File: src/rtl/core_pkg.sv
// Shared types for the RV32I core pipeline.
//   result_src_t : writeback result select (ALU, memory load, PC+4)
//   mem_fsm_t    : data-memory access controller states
package core_pkg;

    typedef enum logic [1:0] {
        RES_ALU = 2'b00,
        RES_MEM = 2'b01,
        RES_PC4 = 2'b10
    } result_src_t;

    typedef enum logic [1:0] {
        IDLE     = 2'b00,
        REQ      = 2'b01,
        WAIT_RSP = 2'b10
    } mem_fsm_t;

endpackage

File: src/rtl/dmem_ctrl.sv
// Data-memory handshake controller for the M stage.
//   clk, srst_n : clock, synchronous active-low reset
//   go_i        : aligned valid load/store present in M
//   store_i     : access is a store
//   gnt_i       : memory accepted the request
//   rvalid_i    : load data valid
//   req_o       : memory request
//   stall_o     : freeze upstream pipeline registers
//   capture_o   : load data is valid this cycle, capture it into W
module dmem_ctrl
    import core_pkg::*;
(
    input  logic clk,
    input  logic srst_n,
    input  logic go_i,
    input  logic store_i,
    input  logic gnt_i,
    input  logic rvalid_i,
    output logic req_o,
    output logic stall_o,
    output logic capture_o
);

    mem_fsm_t state_q, state_d;

    always_comb begin
        state_d   = state_q;
        req_o     = 1'b0;
        stall_o   = 1'b0;
        capture_o = 1'b0;
        case (state_q)
            IDLE: begin
                req_o   = go_i;
                // A store granted on its first cycle retires without stalling.
                stall_o = go_i & ~(store_i & gnt_i);
                if (go_i) begin
                    if (!gnt_i) begin
                        state_d = REQ;
                    end else if (!store_i) begin
                        state_d = WAIT_RSP;
                    end
                end
            end
            REQ: begin
                req_o   = 1'b1;
                stall_o = ~(store_i & gnt_i);
                if (gnt_i) begin
                    state_d = store_i ? IDLE : WAIT_RSP;
                end
            end
            WAIT_RSP: begin
                stall_o = ~rvalid_i;
                if (rvalid_i) begin
                    capture_o = 1'b1;
                    state_d   = IDLE;
                end
            end
            default: state_d = IDLE;
        endcase
        // Reset abandons any outstanding access and masks the handshake.
        if (!srst_n) begin
            state_d   = IDLE;
            req_o     = 1'b0;
            stall_o   = 1'b0;
            capture_o = 1'b0;
        end
    end

    always_ff @(posedge clk) begin
        if (!srst_n) begin
            state_q <= IDLE;
        end else begin
            state_q <= state_d;
        end
    end

endmodule

File: src/rtl/mux_3to1.sv
// Three-input result mux; select 2'b11 yields zero.
//   d0_i/d1_i/d2_i : data inputs selected by sel_i = 00/01/10
//   sel_i          : select
//   y_o            : selected value
module mux_3to1 #(
    parameter int unsigned Width = 32
) (
    input  logic [Width-1:0] d0_i,
    input  logic [Width-1:0] d1_i,
    input  logic [Width-1:0] d2_i,
    input  logic [1:0]       sel_i,
    output logic [Width-1:0] y_o
);

    always_comb begin
        y_o = '0;
        case (sel_i)
            2'b00:   y_o = d0_i;
            2'b01:   y_o = d1_i;
            2'b10:   y_o = d2_i;
            default: y_o = '0;
        endcase
    end

endmodule

File: src/rtl/memory_stage.sv
// M stage of the 5-stage RV32I pipeline: issues loads/stores over a
// req/gnt/rvalid handshake, stalls while an access is outstanding, and
// holds the MEM/WB register feeding writeback and forwarding.
//   clk, srst_n        : clock, synchronous active-low reset
//   *_m inputs         : M-stage instruction fields from the E/M register
//   dmem_*             : data-memory request/response interface
//   stall_m            : freeze F/D/E/M registers
//   misalign_m         : misaligned load/store in M (dropped as a bubble)
//   *_w outputs        : MEM/WB register contents
//   result_w           : selected writeback value
module memory_stage
    import core_pkg::*;
#(
    parameter int unsigned DATA_W = 32,
    parameter int unsigned ADDR_W = 32,
    parameter int unsigned REG_W  = 5
) (
    input  logic              clk,
    input  logic              srst_n,
    input  logic              valid_m,
    input  logic [DATA_W-1:0] pc_plus4_m,
    input  logic [REG_W-1:0]  rd_m,
    input  logic [DATA_W-1:0] alu_result_m,
    input  logic [DATA_W-1:0] write_data_m,
    input  logic [1:0]        result_src_m,
    input  logic              mem_write_m,
    input  logic              reg_write_m,
    output logic              dmem_req,
    output logic              dmem_we,
    output logic [ADDR_W-1:0] dmem_addr,
    output logic [DATA_W-1:0] dmem_wdata,
    input  logic              dmem_gnt,
    input  logic              dmem_rvalid,
    input  logic [DATA_W-1:0] dmem_rdata,
    output logic              stall_m,
    output logic              misalign_m,
    output logic [REG_W-1:0]  rd_w,
    output logic              reg_write_w,
    output logic [1:0]        result_src_w,
    output logic [DATA_W-1:0] alu_result_w,
    output logic [DATA_W-1:0] read_data_w,
    output logic [DATA_W-1:0] pc_plus4_w,
    output logic [DATA_W-1:0] result_w
);

    logic access, misalign, go, capture;

    assign access     = valid_m & (mem_write_m | (result_src_m == RES_MEM));
    assign misalign   = access & (alu_result_m[1:0] != 2'b00);
    assign go         = access & ~misalign;
    assign misalign_m = misalign;

    // Held stable across a stall because the E/M register is frozen.
    assign dmem_addr  = alu_result_m[ADDR_W-1:0];
    assign dmem_wdata = write_data_m;
    assign dmem_we    = mem_write_m;

    dmem_ctrl u_dmem_ctrl (
        .clk       (clk),
        .srst_n    (srst_n),
        .go_i      (go),
        .store_i   (mem_write_m),
        .gnt_i     (dmem_gnt),
        .rvalid_i  (dmem_rvalid),
        .req_o     (dmem_req),
        .stall_o   (stall_m),
        .capture_o (capture)
    );

    logic [REG_W-1:0]  rd_q;
    logic              reg_write_q;
    logic [1:0]        result_src_q;
    logic [DATA_W-1:0] alu_result_q, read_data_q, pc_plus4_q;

    always_ff @(posedge clk) begin
        if (!srst_n) begin
            rd_q         <= '0;
            reg_write_q  <= 1'b0;
            result_src_q <= '0;
            alu_result_q <= '0;
            read_data_q  <= '0;
            pc_plus4_q   <= '0;
        end else begin
            if (!stall_m) begin
                rd_q         <= rd_m;
                reg_write_q  <= reg_write_m & valid_m & ~misalign;
                result_src_q <= result_src_m;
                alu_result_q <= alu_result_m;
                pc_plus4_q   <= pc_plus4_m;
            end else begin
                // Stalled: inject a bubble, other fields simply hold.
                reg_write_q <= 1'b0;
            end
            if (capture) begin
                read_data_q <= dmem_rdata;
            end
        end
    end

    assign rd_w         = rd_q;
    assign reg_write_w  = reg_write_q;
    assign result_src_w = result_src_q;
    assign alu_result_w = alu_result_q;
    assign read_data_w  = read_data_q;
    assign pc_plus4_w   = pc_plus4_q;

    mux_3to1 #(
        .Width (DATA_W)
    ) u_result_mux (
        .d0_i  (alu_result_q),
        .d1_i  (read_data_q),
        .d2_i  (pc_plus4_q),
        .sel_i (result_src_q),
        .y_o   (result_w)
    );

endmodule

File: config.mk
export PLATFORM = sky130hd
export DESIGN_NAME = memory_stage
export DESIGN_NICKNAME = d
export VERILOG_FILES = /design/src/rtl/core_pkg.sv /design/src/rtl/dmem_ctrl.sv /design/src/rtl/mux_3to1.sv /design/src/rtl/memory_stage.sv
export SDC_FILE = /design/constraint.sdc
export NUM_CORES = 1
export LEC_CHECK = 0
export ABC_AREA = 1
export ABC_CLOCK_PERIOD_IN_PS = 4500
export BUFFER_PORTS_ARGS = -buffer_cell sky130_fd_sc_hd__buf_2
export CORE_AREA = 4 4 133 135
export DETAILED_ROUTE_END_ITERATION = 10
export DIE_AREA = 0 0 137 139
export PLACE_DENSITY = 0.64
export SETUP_SLACK_MARGIN = 0.1
export SLEW_MARGIN = 20
export SYNTH_ARGS = -nofsm -noshare
export SYNTH_HDL_FRONTEND = slang
export SYNTH_HIERARCHICAL = 1
export SYNTH_SLANG_ARGS = --single-unit
File: constraint.sdc
create_clock -name clk -period 4.5 [get_ports clk]
set_input_delay 0 -clock clk [delete_from_list [all_inputs] [get_ports clk]]
set_output_delay 0 -clock clk [all_outputs]
set_load 0.005 [all_outputs]
==> qor.yml, run 1 <==
status: "finished clean"
crit_top_cell: "nand2_1"
multiInputGateArea_mm2: 0.002195
power_density_mw_per_mm2: 299.6
fmax_ghz: 0.3774
p_switching_w: 0.0006302
rows: 47
die_area_mm2: 0.01904
placedCellCount: 1094
clock_skew_ns: 0.008519
grtUsageTotal_pct: 19.47
fill_cells: 1606
drc: 0
fin_crit_ns: 2.650
die_y_um: 139
grt_pass1_wl_mm: 29.75
required_ns: 4.79
maxCapViolations: 0
place_hpwl_mm: 11.87
n_antenna_cell: 0
htreeDepth: 3
tightest_slew_ns: 1.078
cp_max_fo: 75
cts_sinks: 106
area_growth_pct: 43.32
finalHoldViolCount: 0
setup_violations: 0
num_io_pins: 346
grt_max_degree: 106
slew_headroom_pct: 28.15
clk_pin_slew_worst_paths_ns: 0.07
die_x_um: 137
synth_cell_types: 22
root_buffer: "clkbuf_16"
slowest_delay_ns: 0.76
grt_overflow: 0
cpLargestDelayFamily: "buffers and inverters"
holdCritPathClass: "input pin to primary output"
start_util_pct: 31.63
synth_area_per_cell_um2: 7.418
numCtsBuffers: 9
finalNonFillerCells: 1217
synth-seq-area-share_pct: 40.75
seq_power_share_pct: 46.3
grt_pass1_vias: 5699
drt_first_pass_iters: 5
ir_drop_uv: 160.1
reg2reg_slack_ns: 2.00
static-leakage-power_nw: 3.835
port_buffers: 281
coreArea_mm2: 0.01647
layout_common_cells: "buf_2 (281), nor2_1 (157), dlygate4sd3_1 (107)"
worst_slack_ns: 1.850
clockPowerShare_pct: 34.7
ys_warn_count: 6
arrival_ns: 2.94
fin_crit_sh_pct: 58.88
critical_path_class: "input pin to flip-flop"
drt_first_iter_violations: 371
finalWirelength_mm: 19.31
place_ws_ns: 2.508
p_sw_share_pct: 28.19
start_kind: "input pin"
rsz0062_at_grt: "false"
crit_slowest_cell: "inv_4"
antenna_found_initial: 0
gp_congestion: 0.7826
crit_chain: "dlygate4sd3_1 -> buf_2 -> nand2_1 -> nand2_1 -> nand2_1 -> nor2_1 -> or2_1 -> nand3_1 -> a21oi_4 -> inv_4 -> nand2_1 -> nor2_1 -> dlygate4sd3_1 -> nand2_1 -> inv_1"
mostFrequentLayoutCell: "buf_2"
dr_total_vias: 5852
clock_path_buffers: 2
r2r-start: "u_dmem_ctrl/state_q[0]$_SDFFE_PN0P_"
cts_setup_buffers: 0
synthesis.nets: 844
worstHoldPathCells: 0
clock_latency_ns: 0.35
drive_above_1_share_pct: 36.81
rr_worst_depth: 9
p_int_w: 0.001605
setup.worst_path.end_class: "flip-flop"
ys_seq_elements: 106
tns_ns: 0
postRouteAntennaNets: 0
cts_tree: "yes"
postSynthCellCount: 702
worst_hold_startpoint: "write_data_m[29]"
combinationalPowerShare_pct: 19.0
routed_via_density: 4.809
p_total_w: 0.002236
wl_per_cell_um: 15.87
hold_end: "dmem_wdata[29]"
fin_nets: 1134
crit_buf_inv: 5
syn-cell-area_mm2: 0.005207
ff_latch_area_mm2: 0.002125
worst_r2r_endpoint: "reg_write_w$_SDFF_PP0_"
slew_viol_final: 0
## cell usage after synthesis
cell type | number | area [um2]
buf_4 | 65 | 488.0
buf_6 | 13 | 146.4
nor2_2 | 47 | 294.0
buf_2 | 16 | 80.08
o21ai_1 | 36 | 180.2
nand3_1 | 100 | 500.5
inv_1 | 7 | 26.28
a21oi_2 | 3 | 26.28
clkbuf_1 | 15 | 56.30
dfxtp_1 | 106 | 2122
inv_2 | 8 | 30.03
nor2_8 | 1 | 20.02
inv_4 | 1 | 6.260
or2_1 | 1 | 6.260
nor4_1 | 1 | 6.260
nor2_1 | 157 | 589.3
nand3_2 | 2 | 20.02
buf_8 | 5 | 75.07
o21ai_0 | 67 | 335.3
nand2_1 | 47 | 176.4
nand3b_1 | 1 | 7.510
a21oi_1 | 3 | 15.01
## kinds of logic (layout without fill, tap and decap cells)
kind of cell,count (synthesis),count (layout),synth area share (%)
DFF,106,106,40.75
buffers and inverters,130,425,17.44
AOI/OAI and AO/OA,109,109,10.69
and+or+nand+nor,357,357,31.12
## final cells by class
type                       count  area share (%)
timing repair buffer         393           33.70
multi-input combinational    466           29.40
sequential                   106           28.47
tap                          220           3.688
clock buffer                  12           3.437
inverter                      16          0.8382
clock inverter                 4          0.4694
## worst reg2reg max path, cell delays in order (launching register included)
cell	delay, ns
dfxtp_1	0.36
or2_1	0.26
nand3_1	0.12
a21oi_4	0.08
inv_4	0.76
nand2_1	0.12
nor2_1	0.11
dlygate4sd3_1	0.55
nand2_1	0.05
inv_1	0.05
## state kept, by name, indices dropped and copies added (netlist names)
register / cells
u_dmem_ctrl/state_q: 2
pc_plus4_w: 32
reg_write_w: 1
alu_result_w: 32
read_data_w: 32
result_src_w: 2
rd_w: 5
## layer usage
metal  global-route usage [%]  wire length, um  vias to the layer above
li1                         -                -                     2808
met1                    22.94             7475                     2649
met2                    33.82             9431                      344
met3                    4.064             1818                       51
met4                    8.298              587                        0
met5                        0                0                        -
## power by group through the flow
stage	Combinational (W)	Sequential [W]	Clock (W)
6_report	0.000426	0.00103	0.000776
3_3_place_gp	0.000347	0.00105	0
5_1_grt	0.000465	0.00104	0.000832
3_5_place_dp	0.000348	0.00106	0
4_1_cts	0.000420	0.00103	0.000801
2_1_floorplan	0.000217	0.00105	0
## how the worst max path moves through the flow
stage                                          endpoint  cells after the start  slack [ns]                                 from
after global placement           reg_write_w$_SDFF_PP0_                      8        2.53  u_dmem_ctrl/state_q[0]$_SDFFE_PN0P_
after detailed placement   read_data_w[10]$_SDFFE_PN0P_                      6        2.51  u_dmem_ctrl/state_q[1]$_SDFFE_PN0P_
after floorplan           alu_result_w[18]$_SDFFE_PN0N_                      9        2.84  u_dmem_ctrl/state_q[0]$_SDFFE_PN0P_
after global routing             reg_write_w$_SDFF_PP0_                     16        1.60                      result_src_m[1]
final                            reg_write_w$_SDFF_PP0_                     15        1.85                      result_src_m[0]
after CTS                        reg_write_w$_SDFF_PP0_                     15        1.87                      result_src_m[0]
## per-stage QoR
stage                     util (%)  hold WS (ns)  cell area (um2)
after floorplan                  -       0.08082             5207
after global placement       37.05    0.00003458             6101
after detailed placement     37.05    0.00003458             6101
after CTS                    45.33    0.00003458             7463
after global routing         45.33   0.000008978             7463
final                        45.33   0.000002005             7463
## what timing repair did
action / in CTS / in global routing
hold buffers: 107 / 0
hold endpoints to repair: 106 / 0
gates resized for setup: 0 / 0
Note: power is estimated with default switching activity, not from simulation.
==> run 2: changes to the inputs <==
ABC_AREA = 0   (was 1)
ABC_CLOCK_PERIOD_IN_PS = 2300   (was 4500)
CORE_AREA = not set   (was 4 4 133 135)
CORE_ASPECT_RATIO = 0.5   (was not set)
CORE_MARGIN = 4   (was not set)
CORE_UTILIZATION = 39   (was not set)
DIE_AREA = not set   (was 0 0 137 139)
PLACE_DENSITY = 0.78   (was 0.64)
clock period = 2.3 ns   (was 4.5 ns; I/O delays follow)
==> qor.yml, run 2 <==
holdWs_ns: 0.000001995  # was 0.000002005 ns
grt_overflow: 0  # unchanged
numCtsBuffers: 9  # unchanged
design_area_mm2: 0.007672  # was 0.007463 mm2
port_buffers: 281  # unchanged
layout_common_cells: "buf_2 (281), mux2i_1 (135), dlygate4sd3_1 (105)"  # was buf_2 (281), nor2_1 (157), dlygate4sd3_1 (107)
final_util_pct: 56.46  # was 45.33%
fmax_ghz: 0.5199
synth_cell_types: 22  # unchanged
grt_pass1_vias: 4960  # was 5699
wl_per_cell_um: 17.27  # was 15.87 um
antenna_found_initial: 0  # unchanged
synthesis.nets: 636  # was 844
clk_pin_slew_worst_paths_ns: 0.07  # about the same
p_int_w: 0.003070  # was 0.001605 W
n_antenna_cell: 0  # unchanged
seq_power_share_pct: 48.0  # was 46.3%
post_cts_resized: 0  # unchanged
drive_above_1_share_pct: 39.75  # was 36.81%
die_y_um: 91.42  # was 139 um
tightest_slew_ns: 1.120  # was 1.078 ns
place_hpwl_mm: 11.02  # was 11.87 mm
clock_latency_ns: 0.33  # was 0.35 ns
power_density_mw_per_mm2: 536.3  # was 299.6 mW/mm2
finalWirelength_mm: 17.21  # was 19.31 mm
setup.worst_path.end_class: "flip-flop"  # unchanged
drc: 0  # unchanged
p_sw_share_pct: 25.39  # was 28.19%
cp_max_fo: 9  # was 75
area_growth_pct: 41.36  # was 43.32%
htreeDepth: 3  # unchanged
drt_first_pass_iters: 4  # was 5
root_buffer: "clkbuf_16"  # unchanged
synth_top_area_cell: "dfxtp_1"  # unchanged
placed_area_mm2: 0.006330  # was 0.006101 mm2
combinationalPowerShare_pct: 18.2  # was 19.0%
grt_pass1_wl_mm: 26.30  # was 29.75 mm
ys_warn_count: 6  # unchanged
slew_headroom_pct: 25.16  # was 28.15%
routed_via_density: 4.715  # was 4.809
clock_skew_ns: 0.009503  # was 0.008519 ns
cts_tree: "yes"  # unchanged
ys.flop_type: "dfxtp_1"  # unchanged
postSynthCellCount: 494  # was 702
maxCapViolations: 0  # unchanged
fill_cells: 1173  # was 1606
coreArea_mm2: 0.01359  # was 0.01647 mm2
cts_sinks: 106  # unchanged
mostFrequentLayoutCell: "buf_2"  # unchanged
rows: 30  # was 47
syn-cell-area_mm2: 0.005428  # was 0.005207 mm2
dr_total_vias: 4701  # was 5852
fin_crit_ns: 1.923
fin_nets: 943  # was 1134
setup_violations: 0  # unchanged
arrival_ns: 2.15  # was 2.94 ns
finalHoldViolCount: 0  # unchanged
yosys.area.top_type_share_pct: 39.10  # was 40.75%
num_io_pins: 346  # unchanged
grt_max_degree: 105  # was 106
p_switching_w: 0.001045  # was 0.0006302 W
p_total_w: 0.004115  # was 0.002236 W
ff_latch_area_mm2: 0.002125  # unchanged
clock_path_buffers: 2  # unchanged
clockPowerShare_pct: 33.9  # was 34.7%
postRouteAntennaNets: 0  # unchanged
start_kind: "input pin"  # unchanged
ys_seq_elements: 106  # unchanged
die_area_mm2: 0.01598  # was 0.01904 mm2
static-leakage-power_nw: 3.356  # was 3.835 nW
synthArstFlopShare_pct: 0  # unchanged
synth-seq-area-share_pct: 39.10  # was 40.75%
rsz0062_at_grt: "false"  # unchanged
ir_drop_uv: 296.9  # was 160.1 uV
holdCritPathClass: "input pin to primary output"  # unchanged
status: "finished clean"  # unchanged
synth-edff-count: 0  # unchanged
start_util_pct: 39.94  # was 31.63%
drt_first_iter_violations: 169  # was 371
grtUsageTotal_pct: 20.36  # was 19.47%
required_ns: 2.52  # was 4.79 ns
gp_congestion: 0.8231  # was 0.7826
die_x_um: 174.8  # was 137 um
ys_top_cells_by_area: "dfxtp_1 (39%), mux2i_1 (25%), nor2b_1 (12%), buf_4 (9.4%), o2bb2ai_1 (3.6%)"  # was dfxtp_1 (41%), nor2_1 (11%), nand3_1 (9.6%), buf_4 (9.4%), o21ai_0 (6.4%)
synth_area_per_cell_um2: 10.99  # was 7.418 um2
synthTopCellsByCount: "mux2i_1 (135), dfxtp_1 (106), nor2b_1 (104)"  # was nor2_1 (157), dfxtp_1 (106), nand3_1 (100)
slew_viol_final: 0  # unchanged
fin_crit_sh_pct: 83.63
critical_path_class: "input pin to flip-flop"  # unchanged
multiInputGateArea_mm2: 0.002472  # was 0.002195 mm2
synth_most_common_cell: "mux2i_1"  # was nor2_1
-- run 2: worst max-delay path, cell delays in order --
cell and delay [ns]:
dlygate4sd3_1 0.54, buf_2 0.12, nor2b_1 0.13, o21ai_1 0.10
nor3_1 0.14, nor2_1 0.12, o31ai_4 0.26, buf_4 0.20
buf_4 0.22, mux2i_1 0.24, nor2b_1 0.07
-- run 2: what timing repair did --
item	in CTS	in global routing
hold buffers	105	0
endpoints found under the setup margin	59	0
buffers inserted	4	0
endpoints found under the hold margin	105	0
-- run 2: through the flow --
step | worst slack, ns | instances | setup TNS (ns)
2_1_floorplan | 0.6380 | 494 | 0
3_3_place_gp | 0.08293 | 873 | 0
3_5_place_dp | -0.006480 | 873 | -0.01237
4_1_cts | 0.3924 | 997 | 0
5_1_grt | 0.2048 | 997 | 0
6_report | 0.3765 | 997 | 0
-- run 2: kinds of logic after synthesis --
logic type | share of synthesized area [%]
buffers and inverters | 15.61
multiplexers | 24.90
AND/OR/NAND/NOR | 13.55
AO/OA/AOI/OAI | 6.846
flip-flops | 39.10
-- run 2: routing by layer --
layer | GRT usage (%) | routed length (um)
met3 | 4.908 | 1036
met5 | 0 | 0
met2 | 39.57 | 9344
met1 | 21.98 | 6548
met4 | 5.748 | 284
-- run 2: power groups by stage --
stage | Sequential [W] | Clock, W | Combinational (W)
global placement | 0.00201 | 0 | 0.000582
floorplan | 0.00201 | 0 | 0.000386
CTS | 0.00197 | 0.00145 | 0.000735
detailed placement | 0.00201 | 0 | 0.000592
global route | 0.00198 | 0.00152 | 0.000808
finish | 0.00197 | 0.00139 | 0.000747
-- run 2: cell type report --
class | instances | area share, %
clock buffer | 11 | 3.033
clock inverter | 4 | 0.3751
inverter | 1 | 0.04892
multi-input combinational | 287 | 32.22
sequential | 106 | 27.69
tap | 192 | 3.131
timing repair buffer | 396 | 33.50
-- run 2: final timing paths --
check / from / to / slack (ns) / cells past startpoint
worst max register to register: u_dmem_ctrl/state_q[0]$_SDFFE_PN0P_ / pc_plus4_w[28]$_SDFFE_PN0N_ / 0.46 / 6
worst min-delay path: write_data_m[5] / dmem_wdata[5] / 0.000002 / 0
worst max-delay path: result_src_m[0] / pc_plus4_w[28]$_SDFFE_PN0N_ / 0.38 / 11
worst min register to register: pc_plus4_w[8]$_SDFFE_PN0N_ / pc_plus4_w[8]$_SDFFE_PN0N_ / 0.54 / 2
